**src/rtl/esc_pwm_tx_if.sv**
```systemverilog
// esc_pwm_tx_if: motor command valid/ready channel into esc_pwm_tx.
// Signals: CMD[15:0], CMD_VALID (master->slave), CMD_READY (slave->master).
interface esc_pwm_tx_if;
  logic [15:0] CMD;
  logic        CMD_VALID;
  logic        CMD_READY;

  modport master (
    output CMD,
    output CMD_VALID,
    input  CMD_READY
  );

  modport slave (
    input  CMD,
    input  CMD_VALID,
    output CMD_READY
  );
endinterface

```
**src/rtl/esc_pwm_tx.sv**
```systemverilog
// esc_pwm_tx: servo-style ESC PWM transmitter, commands double-buffered to period starts.
// Ports: CLK, RST_N, cmd_if.slave, ARM, PWM_OUT, UPDATE, FAILSAFE; `ESC_PWM_FAILSAFE_EN adds command-loss failsafe.
module esc_pwm_tx #(
  parameter int TICK_DIV         = 16,
  parameter int PERIOD_US        = 2500,
  parameter int MIN_US           = 1000,
  parameter int MAX_US           = 2000,
  parameter int FAILSAFE_PERIODS = 40
) (
  input  logic        CLK,
  input  logic        RST_N,
  esc_pwm_tx_if.slave cmd_if,
  input  logic        ARM,
  output logic        PWM_OUT,
  output logic        UPDATE,
  output logic        FAILSAFE
);
  localparam int TW = $clog2(TICK_DIV);
  localparam int UW = $clog2(PERIOD_US);
  localparam int CW = (UW > 11) ? UW : 11;
  localparam logic [TW-1:0] TICK_MAX = TW'(TICK_DIV - 1);
  localparam logic [UW-1:0] US_MAX = UW'(PERIOD_US - 1);
  localparam logic [10:0] MIN_W = 11'(MIN_US);
  localparam logic [9:0] SPAN = 10'(MAX_US - MIN_US);

  logic [TW-1:0] tick_q, tick_d;
  logic [UW-1:0] us_q, us_d;
  logic          pend_full_q, pend_full_d;
  logic [10:0]   pend_q, pend_d;
  logic [10:0]   active_q, active_d;
  logic          armed_q, armed_d;
  logic          pwm_q, pwm_d;
  logic          ps, xfer, load, fs_hit;
  logic [9:0]    cmd_off;
  logic [10:0]   cmd_w;
  logic          unused_cmd_lsbs;

  assign ps   = (tick_q == '0) && (us_q == '0);
  assign xfer = cmd_if.CMD_VALID && !pend_full_q;
  assign load = ps && pend_full_q && !fs_hit;

  assign cmd_off = (cmd_if.CMD[15:6] > SPAN) ? SPAN : cmd_if.CMD[15:6];
  assign cmd_w   = MIN_W + {1'b0, cmd_off};
  assign unused_cmd_lsbs = ^cmd_if.CMD[5:0];

  assign cmd_if.CMD_READY = !pend_full_q;
  assign UPDATE  = load;
  assign PWM_OUT = pwm_q;

  always_comb begin
    tick_d = tick_q + 1'b1;
    us_d   = us_q;
    if (tick_q == TICK_MAX) begin
      tick_d = '0;
      us_d   = (us_q == US_MAX) ? '0 : us_q + 1'b1;
    end
  end

  always_comb begin
    pend_full_d = pend_full_q;
    pend_d      = pend_q;
    active_d    = active_q;
    if (fs_hit) begin
      active_d = MIN_W;
    end else if (load) begin
      active_d    = pend_q;
      pend_full_d = 1'b0;
    end
    if (xfer) begin
      pend_full_d = 1'b1;
      pend_d      = cmd_w;
    end
    // Latch drops with ARM and only re-arms at a period start: no runts.
    armed_d = ps ? ARM : (armed_q && ARM);
    // Compare against the next width so a new width applies from the PS cycle.
    pwm_d = armed_d && (CW'(us_q) < CW'(active_d));
  end

  always_ff @(posedge CLK or negedge RST_N) begin
    if (!RST_N) begin
      tick_q      <= '0;
      us_q        <= '0;
      pend_full_q <= 1'b0;
      pend_q      <= MIN_W;
      active_q    <= MIN_W;
      armed_q     <= 1'b0;
      pwm_q       <= 1'b0;
    end else begin
      tick_q      <= tick_d;
      us_q        <= us_d;
      pend_full_q <= pend_full_d;
      pend_q      <= pend_d;
      active_q    <= active_d;
      armed_q     <= armed_d;
      pwm_q       <= pwm_d;
    end
  end

`ifdef ESC_PWM_FAILSAFE_EN
  localparam int FW = $clog2(FAILSAFE_PERIODS + 1);
  localparam logic [FW-1:0] FS_MAX = FW'(FAILSAFE_PERIODS);
  localparam logic [FW-1:0] FS_TRIP = FW'(FAILSAFE_PERIODS - 1);

  logic [FW-1:0] fs_cnt_q, fs_cnt_d;
  logic          fs_q, fs_d;

  // Counter saturates so failsafe keeps re-asserting until a command lands.
  always_comb begin
    fs_hit   = ps && (fs_cnt_q >= FS_TRIP);
    fs_cnt_d = fs_cnt_q;
    fs_d     = fs_q;
    if (ps && (fs_cnt_q != FS_MAX)) fs_cnt_d = fs_cnt_q + 1'b1;
    if (fs_hit) fs_d = 1'b1;
    else if (load) fs_d = 1'b0;
    if (xfer) fs_cnt_d = '0;
  end

  always_ff @(posedge CLK or negedge RST_N) begin
    if (!RST_N) begin
      fs_cnt_q <= '0;
      fs_q     <= 1'b0;
    end else begin
      fs_cnt_q <= fs_cnt_d;
      fs_q     <= fs_d;
    end
  end

  assign FAILSAFE = fs_q;
`else
  logic unused_fs_cfg;
  assign unused_fs_cfg = (FAILSAFE_PERIODS != 0);
  assign fs_hit   = 1'b0;
  assign FAILSAFE = 1'b0;
`endif
endmodule
```
**src/flat_wrapper.sv**
```systemverilog
// flat-port wrapper written by rule: the top's interface ports become plain ports
module esc_pwm_tx_flat 
#(
  parameter int TICK_DIV         = 16,
  parameter int PERIOD_US        = 2500,
  parameter int MIN_US           = 1000,
  parameter int MAX_US           = 2000,
  parameter int FAILSAFE_PERIODS = 40
)
  (CLK, RST_N, ARM, PWM_OUT, UPDATE, FAILSAFE, cmd_if_CMD, cmd_if_CMD_VALID, cmd_if_CMD_READY);
  esc_pwm_tx_if cmd_if_i ();
  input  logic CLK;
  input  logic RST_N;
  input  logic ARM;
  output logic PWM_OUT;
  output logic UPDATE;
  output logic FAILSAFE;
  input wire logic [$bits(cmd_if_i.CMD)-1:0] cmd_if_CMD;
  input wire logic [$bits(cmd_if_i.CMD_VALID)-1:0] cmd_if_CMD_VALID;
  output wire logic [$bits(cmd_if_i.CMD_READY)-1:0] cmd_if_CMD_READY;
  assign cmd_if_i.CMD = cmd_if_CMD;
  assign cmd_if_i.CMD_VALID = cmd_if_CMD_VALID;
  assign cmd_if_CMD_READY = cmd_if_i.CMD_READY;
  esc_pwm_tx #(.TICK_DIV(TICK_DIV), .PERIOD_US(PERIOD_US), .MIN_US(MIN_US), .MAX_US(MAX_US), .FAILSAFE_PERIODS(FAILSAFE_PERIODS)) u_core (.CLK(CLK), .RST_N(RST_N), .cmd_if(cmd_if_i), .ARM(ARM), .PWM_OUT(PWM_OUT), .UPDATE(UPDATE), .FAILSAFE(FAILSAFE));
endmodule
```
**config.mk**
```make
export PLATFORM = sky130hd
export DESIGN_NAME = esc_pwm_tx_flat
export DESIGN_NICKNAME = d
export VERILOG_FILES = /design/src/rtl/esc_pwm_tx_if.sv /design/src/rtl/esc_pwm_tx.sv /design/src/flat_wrapper.sv
export SDC_FILE = /design/constraint.sdc
export NUM_CORES = 1
export LEC_CHECK = 0
export BUFFER_PORTS_ARGS = -buffer_cell sky130_fd_sc_hd__buf_2
export CELL_PAD_IN_SITES_DETAIL_PLACEMENT = 1
export CELL_PAD_IN_SITES_GLOBAL_PLACEMENT = 2
export CORE_UTILIZATION = 34
export CTS_CLUSTER_SIZE = 20
export DETAILED_ROUTE_END_ITERATION = 8
export GPL_TIMING_DRIVEN = 0
export MAX_ROUTING_LAYER = met4
export PLACE_DENSITY_LB_ADDON = 0.1
export REMOVE_ABC_BUFFERS = 1
export SLEW_MARGIN = 20
export SYNTH_ARGS = -nofsm -noshare
export SYNTH_HDL_FRONTEND = slang
export SYNTH_SLANG_ARGS = --single-unit
```
**constraint.sdc**
```tcl
create_clock -name CLK -period 3.1 [get_ports CLK]
set_input_delay 0.31 -clock CLK [delete_from_list [all_inputs] [get_ports CLK]]
set_output_delay 0.31 -clock CLK [all_outputs]
set_load 0.02 [all_outputs]
```
==> results of run 1 <==
routing by layer:
metal	GRT usage [%]	vias to the layer above
li1	-	781
met3	3.67	4
met4	6.96	0
met1	21.9	774
met5	-	-
met2	27.8	18
through the flow:
stage	area (sq um)	std cells	hold slack (ns)
after global routing	2740	315	0.211
final	2740	315	0.150
after floorplan	2130	196	0.0144
after detailed placement	2300	287	0.483
after global placement	2300	287	0.472
after CTS	2550	308	0.174
kinds of logic (layout without fill, tap and decap cells):
family,count (synthesis),after routing,synth area share (%)
multiplexers,13,13,7.91
adder cells (fa/ha/maj),15,15,8.72
flip-flops,41,41,48.4
AO/OA/AOI/OAI,33,33,9.94
AND/OR/NAND/NOR,62,63,15.2
other,1,1,0.174
XOR/XNOR,14,14,5.70
buffers and inverters,20,60,4.01
layout make-up:
type	count	area, sq um
Fill cell	683	3290
Multi-Input combinational cell	139	1190
Sequential cell	41	1040
Timing Repair Buffer	35	234
Clock buffer	8	111
Tap cell	75	93.8
Inverter	17	66.3
power groups by stage:
stage	registers, uW	logic (uW)	clock network [uW]
floorplan	583	27.5	0
global placement	588	53.5	0
detailed placement	589	57.0	0
CTS	579	57.2	429
global route	584	65.6	451
finish	581	56.6	412
flip-flops by register name, indices dropped and copies added, names as in the netlist:
register and count:
u_core.PWM_OUT 1, u_core.active_q 11, u_core.armed_q 1, u_core.pend_full_q 1
u_core.pend_q 11, u_core.tick_q 4, u_core.us_q 12
worst paths after layout:
kind | start | endpoint | slack [ns] | cells past startpoint
hold reg to reg | u_core.pend_q[6] | u_core.pend_q[6] | 0.49 | 2
min in group CLK | cmd_if_CMD[8] | u_core.pend_q[2] | 0.25 | 2
setup reg to reg | u_core.us_q[1] | u_core.PWM_OUT | 0.11 | 13
setup / recovery | u_core.us_q[1] | u_core.PWM_OUT | 0.11 | 13
hold / removal | RST_N | u_core.active_q[10] | 0.15 | 1
max in group asynchronous | RST_N | u_core.tick_q[1] | 2.39 | 1
critical path, delay by kind of cell (launching register included):
family,cells,cell delay (ns)
flops,1,0.40
mux,1,0.35
simple gates,4,0.97
compound gates,3,0.54
buf+inv,3,0.31
fa+ha+maj,2,0.32
repair_timing:
item / CTS / global route
pin swaps: 6 / 13
buffers inserted: 12 / 7
gates cloned: 1 / 0
resized for setup: 11 / 22
endpoints found under the setup margin: 1 / 1
hold buffers: 0 / 0
endpoints found under the hold margin: 0 / 0
synthesized netlist by cell type (3+ instances only):
cell type | instances | share of area, %
a21oi_1 | 6 | 1.4
mux2i_2 | 8 | 5.1
nand2_1 | 16 | 2.8
o21ai_0 | 12 | 2.8
nor2_1 | 14 | 2.4
dfrtp_1 | 29 | 34
inv_2 | 8 | 1.4
ha_1 | 15 | 8.7
xnor2_1 | 9 | 3.7
inv_1 | 9 | 1.6
and3_1 | 3 | 0.87
dfstp_2 | 12 | 15
xor2_1 | 5 | 2.0
nand4_1 | 5 | 1.5
mux2_2 | 4 | 2.1
a22o_1 | 3 | 1.2
nand3_1 | 10 | 2.3
==> results.yml, run 1 <==
timing:
  fmax_mhz: 334
  slew_violations: 0
  finalSetupTns_ns: 0
  finalWorstSetupSlack_ns: 0.110
  skew_ns: 0.00406
  worst_pin_slew_ns: 0.911
  setup-violations-final: 0
  fin_crit_sh_pct: 96.4
  hold_viol_final: 0
  rsz0062_at_grt: "true"
  finalCriticalPeriod_ns: 2.99
  relSlewSlack_pct: 39.3
yosys:
  synth_cell_type_count: 43
  yosysWarningCount: 0
  synth-async-reset-ratio_pct: 100
  synth_seq_cells: 41
  synth-edff-count: 0
  syn_area_per_cell_sq_um: 10.8
  synth_area_sq_um: 2150
  synthFlopType: "dfrtp_1"
  yosysSeqAreaShare_pct: 48.4
  synthCells: 199
clock_network:
  cts_buffers: 5
  clockBufferDepth: 2
  clk_pin_slew_ns: 0.08
  insertion_delay_ns: 0.29
  root_buffer: "clkbuf_8"
  h-tree-depth: 2
  clkSinkCount: 41
  cts_tree: "yes"
power_and_ir_drop:
  pwr-share-clk_pct: 39.2
  seqPwrFrac_pct: 55.4
  powerDensity_nw_per_um2: 383
  intPower_uw: 818
  swShare_pct: 22.0
  power_frac_comb_pct: 5.4
  total_leakage_power_uw: 0.00126
  totalPowerFinal_uw: 1050
  peakVddDrop_mv: 0.162
  p_switching_uw: 231
place:
  numPortBuffers: 16
  dp_worst_setup_slack_ns: -0.516
  gp_congestion: 0.776
  dp_hpwl_um: 3520
routing:
  route.met2.wl_um: 2410
  antenna_left: 0
  wire_per_inst_um: 16.0
  dr.max_layer_used: "met4"
  routed_wirelength_um: 5030
  wl_met3_um: 114
  drt_iter0_markers: 39
  viasPerCell: 5.01
  dr_total_vias: 1577
  met1_length_um: 2450
  drc: 0
  dr.pass1.iters: 4
die:
  start_util_pct: 35.7
  rows: 28
  ios: 24
  chipHeight_um: 81.6
  dieArea_sq_um: 6650
  die_w_um: 81.6
  core_area_sq_um: 6030
global_routing:
  antenna_found_initial: 0
  grt_usage_pct: 17.6
  grt_max_degree: 42
  grt_overflow_total: 0
  first_global_vias: 1673
  grt_pass1_wl_um: 8250
worst_setup_path:
  crit_type: "reg2reg"
  worstPathCellList: "inv_2, ha_4, or4bb_4, nor4_4, buf_6, nand2_8, mux2_4, inv_4, ha_4, a21o_1, a211oi_2, nand2_1, a311oi_2"
  cp.arrival_ns: 3.19
  cpMaxStageDelayCell: "or4bb_4"
  crit_path_start_kind: "flip-flop"
  path_common_cell: "ha_4"
  cp.required_ns: 3.30
  critPathMaxStageDelay_ns: 0.53
  critPathCaptureType: "flip-flop"
  cp_max_fo: 6
finish:
  mostFrequentLayoutCell: "dfrtp_1"
  postLayoutCoreUtil_pct: 45.5
  n_antenna_cell: 0
  drive_above_1_share_pct: 40.0
  finalNetCount: 274
  final_cell_mix: "dfrtp_1, nand2_1, buf_2, buf_4"
  area_growth_pct: 27.3
flow_run:
  drv_cap: 0
hold_path:
  min_path_type: "in2async"
outcome:
  outcome: "finished clean"
(Power assumes the default switching activity.)
==> run 2, diff against run 1 <==
Settings changed: CELL_PAD_IN_SITES_GLOBAL_PLACEMENT 2 to 1, CORE_UTILIZATION 34 to 35.
Clock period 3.1 ns to 2.65 ns, I/O delays scaled along.
==> results.yml, run 2 (same netlist as run 1, synthesis figures left out) <==
timing:
  hold_viol_final: 0
  relSlewSlack_pct: 37.7
  finalCriticalPeriod_ns: 3.05
  slew_violations: 0
  worst_pin_slew_ns: 0.935
  fin_crit_sh_pct: 115
  finalWorstSetupSlack_ns: -0.398
  fmax_mhz: 328
  setup-violations-final: 2
  skew_ns: 0.00698
  rsz0062_at_grt: "true"
finish:
  drive_above_1_share_pct: 45.9
  largestRegisters: "u_core.us_q x12, u_core.active_q x11, u_core.pend_q x11"
  mostFrequentLayoutCell: "buf_4"
  regMostFlops: "u_core.us_q"
  n_antenna_cell: 0
  largest_reg_flops: 12
  n_fill_cell: 632
  design_area_sq_um: 2930
  final_cell_mix: "buf_4, dfrtp_1, nand2_1"
  finalNetCount: 293
  area_growth_pct: 36.1
clock_network:
  clkSinkCount: 41
  clockBufferDepth: 2
  root_buffer: "clkbuf_8"
  cts_buffers: 5
  h-tree-depth: 2
  cts_hold_buf: 0
  clk_pin_slew_ns: 0.08
  cts_tree: "yes"
  insertion_delay_ns: 0.29
power_and_ir_drop:
  swShare_pct: 23.7
  pwr-share-clk_pct: 34.5
  total_leakage_power_uw: 0.00134
  powerDensity_nw_per_um2: 391
  p_switching_uw: 271
  intPower_uw: 873
  seqPwrFrac_pct: 59.6
  peakVddDrop_mv: 0.273
  power_frac_comb_pct: 5.9
routing:
  drt_iter0_markers: 51
  dr.pass1.iters: 4
  antenna_left: 0
  wire_per_inst_um: 17.3
  routed_wirelength_um: 5790
  viasPerCell: 5.16
  dr_total_vias: 1722
  drc: 0
place:
  gp_congestion: 0.753
  dp_worst_setup_slack_ns: -0.954
  numPortBuffers: 16
  dp_hpwl_um: 3540
  placed_area_sq_um: 2300
global_routing:
  grt_max_degree: 42
  first_global_vias: 1940
  grt_pass1_wl_um: 9830
  antenna_found_initial: 0
  grt_overflow_total: 0
  grt_usage_pct: 21.2
worst_setup_path:
  crit_path_start_kind: "flip-flop"
  cp.required_ns: 2.84
  cp_max_fo: 5
  critPathMaxStageDelay_ns: 0.53
  cpMaxStageDelayCell: "or4bb_4"
  critPathCaptureType: "flip-flop"
  cp.arrival_ns: 3.24
  worstPathCellList: "inv_2, ha_4, or4bb_4, nor4_4, buf_6, nand2_8, buf_6, mux2i_4, ha_4, a21oi_2, nor2b_1, o21ai_1, a31oi_1, a311oi_2"
  crit_type: "reg2reg"
flow_run:
  drv_cap: 0
outcome:
  outcome: "finished, violations left"
  violations: "negative setup slack"
die:
  ios: 24
  dieArea_sq_um: 6470
  start_util_pct: 36.3
  die_w_um: 80.4
  core_area_sq_um: 5920
  rows: 28
  chipHeight_um: 80.4
hold_path:
  min_path_type: "in2async"
## run 2: changes by cell type in the layout (fill, tap and decap cells not counted), sizes merged
cell	previous run	this run
buf	35	54
clkbuf	8	7
clkinv	0	1
## run 2: layout make-up
type	instances	area (sq um)	share of cell area, %
Multi-Input combinational cell	139	1250	42.7
Sequential cell	41	1040	35.5
Timing Repair Buffer	54	399	13.6
Tap cell	75	93.8	3.20
Clock buffer	7	76.3	2.61
Inverter	17	63.8	2.18
Clock inverter	1	5.00	0.171
## run 2: repair_timing
item	4_1_cts	5_1_grt
endpoints found under the setup margin	2	3
cloned	1	0
resized for setup	31	11
hold endpoints to repair	0	0
pin swaps	14	13
buffers inserted	36	7
## run 2: worst max-delay path: cells and delay by family, from the launching register on
kind,cells,cell delay [ns]
fa+ha+maj,2,0.37
flops,1,0.39
simple gates,4,0.94
mux,1,0.20
compound gates,4,0.63
buf+inv,3,0.39
## run 2: path summary, 6_finish.rpt
check,cells past startpoint,slack [ns],end,startpoint
min,1,0.11,u_core.pend_q[10],RST_N
max,14,-0.40,u_core.PWM_OUT,u_core.us_q[1]
min reg2reg,2,0.50,u_core.pend_q[8],u_core.pend_q[8]
max in group asynchronous,1,1.94,u_core.us_q[9],RST_N
min in group CLK,3,0.20,u_core.pend_full_q,cmd_if_CMD_VALID
max reg2reg,14,-0.40,u_core.PWM_OUT,u_core.us_q[1]
## run 2: power groups by stage
stage | clock network [uW] | logic, uW | registers, uW
3_3_place_gp | 0 | 62.6 | 688
4_1_cts | 406 | 68.4 | 680
2_1_floorplan | 0 | 32.2 | 682
5_1_grt | 429 | 78.7 | 685
6_report | 394 | 67.6 | 683
3_5_place_dp | 0 | 67.0 | 690
## run 2: routing by layer
metal	part of all wire (%)	GRT usage, %	up-vias
li1	-	-	818
met1	44	25.5	868
met2	52	35.7	25
met3	2.2	3.07	11
met4	1.8	8.39	0
met5	0	-	-
## run 2: metrics by stage
| stage | instances | hold slack, ns | utilization (%) | power (uW) | setup TNS, ns |
|---|---|---|---|---|---|
| 2_1_floorplan | 196 | -0.0306 | - | 715 | -0.421 |
| 3_3_place_gp | 287 | 0.433 | 38.9 | 751 | -0.876 |
| 3_5_place_dp | 287 | 0.452 | 38.9 | 757 | -0.972 |
| 4_1_cts | 332 | 0.139 | 48.0 | 1150 | -0.512 |
| 5_1_grt | 334 | 0.184 | 49.5 | 1190 | -0.843 |
| 6_report | 334 | 0.106 | 49.5 | 1140 | -0.534 |
